===== config.mk =====
export PLATFORM = sky130hd
export DESIGN_NAME = seg_scan
export DESIGN_NICKNAME = d
export VERILOG_FILES = /design/src/rtl/seg_pkg.sv /design/src/rtl/hex7seg_dec.sv /design/src/rtl/seg_scan.sv
export SDC_FILE = /design/constraint.sdc
export NUM_CORES = 1
export LEC_CHECK = 0
export ABC_AREA = 1
export BUFFER_PORTS_ARGS = -buffer_cell sky130_fd_sc_hd__buf_2
export CORE_UTILIZATION = 61
export CTS_CLUSTER_SIZE = 28
export DETAILED_ROUTE_END_ITERATION = 8
export HOLD_SLACK_MARGIN = 0.05
export PLACE_DENSITY = 0.89
export SETUP_SLACK_MARGIN = 0.2
export SYNTH_ARGS = -nofsm -noshare
export SYNTH_HDL_FRONTEND = slang
export SYNTH_SLANG_ARGS = --single-unit

===== constraint.sdc =====
create_clock -name clk -period 3 [get_ports clk]
set_clock_uncertainty 0.1 [all_clocks]
set_input_delay 0.15 -clock clk [delete_from_list [all_inputs] [get_ports clk]]
set_output_delay 0.15 -clock clk [all_outputs]
set_load 0.01 [all_outputs]

===== src/rtl/seg_pkg.sv =====
// rtl/seg_pkg.sv - shared constants and hex-to-segment table for the 7-segment scanner
package seg_pkg;

    localparam logic [6:0] SEG_BLANK = 7'h7F;
    localparam logic [3:0] AN_OFF    = 4'hF;
    localparam int         DIGITS    = 4;

    typedef logic [1:0] dig_idx_t;

    // Active-low {g,f,e,d,c,b,a}; entry 0 is the least significant slice.
    localparam logic [15:0][6:0] HEX_SEG = {
        7'h0E, 7'h06, 7'h21, 7'h46, 7'h03, 7'h08, 7'h10, 7'h00,
        7'h78, 7'h02, 7'h12, 7'h19, 7'h30, 7'h24, 7'h79, 7'h40
    };

endpackage


===== src/rtl/hex7seg_dec.sv =====
// rtl/hex7seg_dec.sv - combinational hex nibble to active-low 7-segment decoder
module hex7seg_dec
    import seg_pkg::*;
(
    input  logic [3:0] nib,
    output logic [6:0] seg
);

    assign seg = HEX_SEG[nib];

endmodule


===== src/rtl/seg_scan.sv =====
// rtl/seg_scan.sv - 4-digit multiplexed 7-segment driver; SEG_SCAN_LZB_EN adds leading-zero blanking
module seg_scan
    import seg_pkg::*;
#(
    parameter int CLK_DIV   = 50000,
    parameter int BLANK_CYC = 2,
    parameter int DIV_W     = 16
) (
    input  logic        clk,
    input  logic        rst,
    input  logic        ena,
    input  logic [15:0] ind_i,
    input  logic [3:0]  dp_i,
    output logic [3:0]  an_o,
    output logic [6:0]  seg_o,
    output logic        dp_o,
    output logic        frame_o
);

    logic [DIV_W-1:0] cnt;
    dig_idx_t         dig;
    logic [15:0]      snap;
    logic [3:0]       snap_dp;

    logic             tick;
    logic             frame_end;
    logic             drive;
    logic [3:0]       cur_nib;
    logic [6:0]       cur_seg;
    logic             digit_blank;

    assign tick      = (cnt == DIV_W'(CLK_DIV - 1));
    assign frame_end = tick && (dig == 2'd3);
    assign drive     = ena && (cnt >= DIV_W'(BLANK_CYC));
    assign cur_nib   = snap[{dig, 2'b00} +: 4];

    hex7seg_dec u_dec (
        .nib (cur_nib),
        .seg (cur_seg)
    );

`ifdef SEG_SCAN_LZB_EN
    // A lit decimal point on a digit ends the run of blanked leading zeros.
    logic lz3, lz2, lz1;
    assign lz3 = (snap[15:12] == 4'h0) && !snap_dp[3];
    assign lz2 = lz3 && (snap[11:8] == 4'h0) && !snap_dp[2];
    assign lz1 = lz2 && (snap[7:4] == 4'h0) && !snap_dp[1];

    always_comb begin
        digit_blank = 1'b0;
        case (dig)
            2'd3:    digit_blank = lz3;
            2'd2:    digit_blank = lz2;
            2'd1:    digit_blank = lz1;
            default: digit_blank = 1'b0;
        endcase
    end
`else
    assign digit_blank = 1'b0;
`endif

    always_ff @(posedge clk) begin
        if (rst) begin
            cnt     <= '0;
            dig     <= '0;
            snap    <= 16'h0;
            snap_dp <= 4'h0;
            an_o    <= AN_OFF;
            seg_o   <= SEG_BLANK;
            dp_o    <= 1'b1;
            frame_o <= 1'b0;
        end else begin
            cnt     <= tick ? '0 : cnt + 1'b1;
            frame_o <= frame_end;
            if (tick) begin
                dig <= dig + 2'd1;
            end
            if (frame_end) begin
                snap    <= ind_i;
                snap_dp <= dp_i;
            end
            // Outputs reflect the pre-edge counters and snapshot, one cycle behind.
            if (drive) begin
                an_o  <= ~(4'b0001 << dig);
                seg_o <= digit_blank ? SEG_BLANK : cur_seg;
                dp_o  <= digit_blank ? 1'b1 : ~snap_dp[dig];
            end else begin
                an_o  <= AN_OFF;
                seg_o <= SEG_BLANK;
                dp_o  <= 1'b1;
            end
        end
    end

endmodule


==> results.txt <==
final slew viol count = 0
VDD IR-drop max = 370.2 uV
Final ANT Viol Nets = 0
path length in cells of the critical path = 6
pin count of the biggest net entering global routing = 42
post-CTS repair timing setup buffer count = 0
area grow syn2layout = 19.13%
die footprint = 4456 sq um
Crit path arrival time = 2.28 ns
clock root buffer = clkbuf_8
status = finished clean
GRT overflow = 0
row count = 23
antenna violations before repair = 0
htree depth = 2
fill count = 293
maximum clock rate = 456.8 MHz
TritonCTS Sinks = 51
critical-path cell list = ha_1 -> nand3_2 -> nor2_4 -> nand3_2 -> nor2_1 -> nor2_1
Syn. warnings = 0
chip width = 66.75 um
I/O Pins = 36
Worst-Margin Slew = 0.8697 ns
share of cells above drive strength 1 = 0.1321
total inserted antenna cells = 0
pwr dens = 393.0 nW/um^2
final std cells w/o fill = 489
Top Family by Delay on Critical Path = simple AND/OR/NAND/NOR gates
Total Wirelength = 5482 um
multi-input combinational cell area = 1309 sq um
drt pass-1 iters = 5
WP data required = 3.09 ns
Via density = 4.937
nets@finish = 473
fin crit share = 0.7297
syn_nets = 420
Slew headroom = 0.4202
FF-to-FF End = snap[1]
FF+latch area = 1021 sq um
vias in the first global route = 2,056
core region area = 4000 sq um
CTS tree = done
Pleak = 1.398 nW
syn_area_per_cell = 6.643 sq um
reg2reg setup slack = 0.81 ns
Mapped Area = 2557 sq um
placer congestion estimate = 0.8409
critical-path maximum fanout = 41
1st-iter DRT viols = 161
Worst Hold Class = in -> reg
Critical Path Max Stage Delay = 0.57 ns
clock network latency to the later pin of the worst-skew pair = 0.30 ns
CTS Buffer Depth = 2
setup violators final = 0
Total GRT Usage = 0.2662
worst reg-to-reg path cell count = 6
Worst R2R Start = cnt[1]
chip height = 66.75 um
final instance area = 3047 sq um
first-pass GRT wire length = 8914 um
setup tns final = 0 ns
DP Wirelength = 3496 um
fin worst setup slack = 0.8109 ns
DP Cell Count = 460
max-cap violation count = 0
Gate Count Post-Synth = 385
startpoint types = register
critical path startpoint = cnt[1]
TritonCTS buffer count = 5
Reg clk slew, reported paths = 0.09 ns
crit path to = snap[1]
Initial Utilization = 0.6393
Synth cell types = 23
CP max-delay cell = nand3_2
post-synthesis register bit count = 51
Place WS = 0.9198 ns
CTS-repair resized insts = 0
share of the core filled with cells = 0.7617
# DRC = 0
dpl cell area = 2733 sq um
Final Hold Viols = 0
I/O Buffers = 35
total number of vias = 2,414
Final min period = 2.189 ns
sequential-to-total area share from yosys stat = 0.3992
CP Class = reg -> reg
CP endpoint kind = register
Wirelength per Cell = 11.21 um
CP Buf/Inv Count = 0
RSZ-0062 raised after global routing = no
## timing repair
action / in CTS / in global routing
hold buffers: 21 / 0
hold endpoints to repair: 21 / 0
setup endpoints to repair: 0 / 0
## sequential cells by signal, indices dropped and copies added (netlist names)
signal and count:
snap 16, frame_o 1, snap_dp 4, seg_o 7, dp_o 1, cnt 16, an_o 4, dig 2
## placed cells by master (no fill, tap or decap), types with 5 or more instances in the layout
cell type | synthesis | final
o21ai_0 | 5 | 5
buf_2 | 5 | 35
inv_2 | 5 | 5
dfxtp_1 | 51 | 51
a21oi_1 | 14 | 14
ha_1 | 12 | 12
inv_1 | 37 | 37
dlygate4sd3_1 | 0 | 21
clkbuf_8 | 0 | 7
nand2_1 | 118 | 118
nor2_1 | 76 | 76
nand3_1 | 36 | 36
## synthesized netlist by cell type (all sizes together)
cell | number | area, sq um
nand2 | 121 | 461.7
nor2 | 78 | 307.8
dfxtp | 51 | 1021
inv | 42 | 157.7
nand3 | 39 | 210.2
a21oi | 14 | 70.07
ha | 12 | 150.1
buf | 9 | 62.55
o21ai | 5 | 25.02
nand4 | 3 | 18.77
clkbuf | 2 | 7.510
nor3 | 2 | 10.01
or2 | 2 | 12.52
xnor2 | 2 | 17.52
xor2 | 2 | 17.52
nand3b | 1 | 7.510
## power by group
group          leakage (nW)  switching, mW  total, mW  internal [mW]
clock network        0.0505          0.223      0.433          0.210
logic                 0.935         0.0325     0.0730         0.0405
registers             0.413        0.00546      0.691          0.686
total                  1.40          0.261       1.20          0.936
## logic make-up after synthesis
family,share of synthesized area
XOR/XNOR,0.01370
AND/OR/NAND/NOR,0.4022
flip-flops,0.3992
buffers and inverters,0.08904
AO/OA/AOI/OAI,0.03718
adder cells (fa/ha/maj),0.05871
## worst min-delay path: cells and delay by family
kind,cells,cell delay [ns]
AND/OR/NAND/NOR,2,0.16
AO/OA/AOI/OAI,1,0.16
buffers and inverters,1,0.11
## metal layers
| layer | share of wire | up-vias | GRT usage |
|---|---|---|---|
| met2 | 0.49 | 61 | 0.4470 |
| li1 | - | 1287 | - |
| met3 | 0.046 | 4 | 0.05308 |
| met5 | 0 | - | 0 |
| met4 | 0.0095 | 0 | 0.09309 |
| met1 | 0.45 | 1062 | 0.3347 |
## how the worst min path moves through the flow
stage                     start  endpoint  slack [ns]  cells after the start
after floorplan             rst   frame_o        0.12                      1
after global placement      rst   frame_o        0.23                      2
after detailed placement    rst   frame_o        0.23                      2
after CTS                   ena   an_o[2]        0.18                      4
after global routing        ena      dp_o        0.22                      4
final                       ena      dp_o        0.20                      4
## layout make-up
| class | count | area share |
|---|---|---|
| sequential | 51 | 0.3351 |
| inverter | 42 | 0.05175 |
| tap | 50 | 0.02053 |
| multi-input combinational | 281 | 0.4296 |
| clock inverter | 1 | 0.002464 |
| clock buffer | 7 | 0.03162 |
| timing repair buffer | 57 | 0.1290 |
## through the flow
| step | total power [mW] | hold WS, ns |
|---|---|---|
| after floorplan | 0.7329 | 0.1224 |
| after global placement | 0.7571 | 0.2255 |
| after detailed placement | 0.7579 | 0.2280 |
| after CTS | 1.206 | 0.1771 |
| after global routing | 1.242 | 0.2169 |
| final | 1.197 | 0.1975 |
Power figures use the tool's default switching activity.
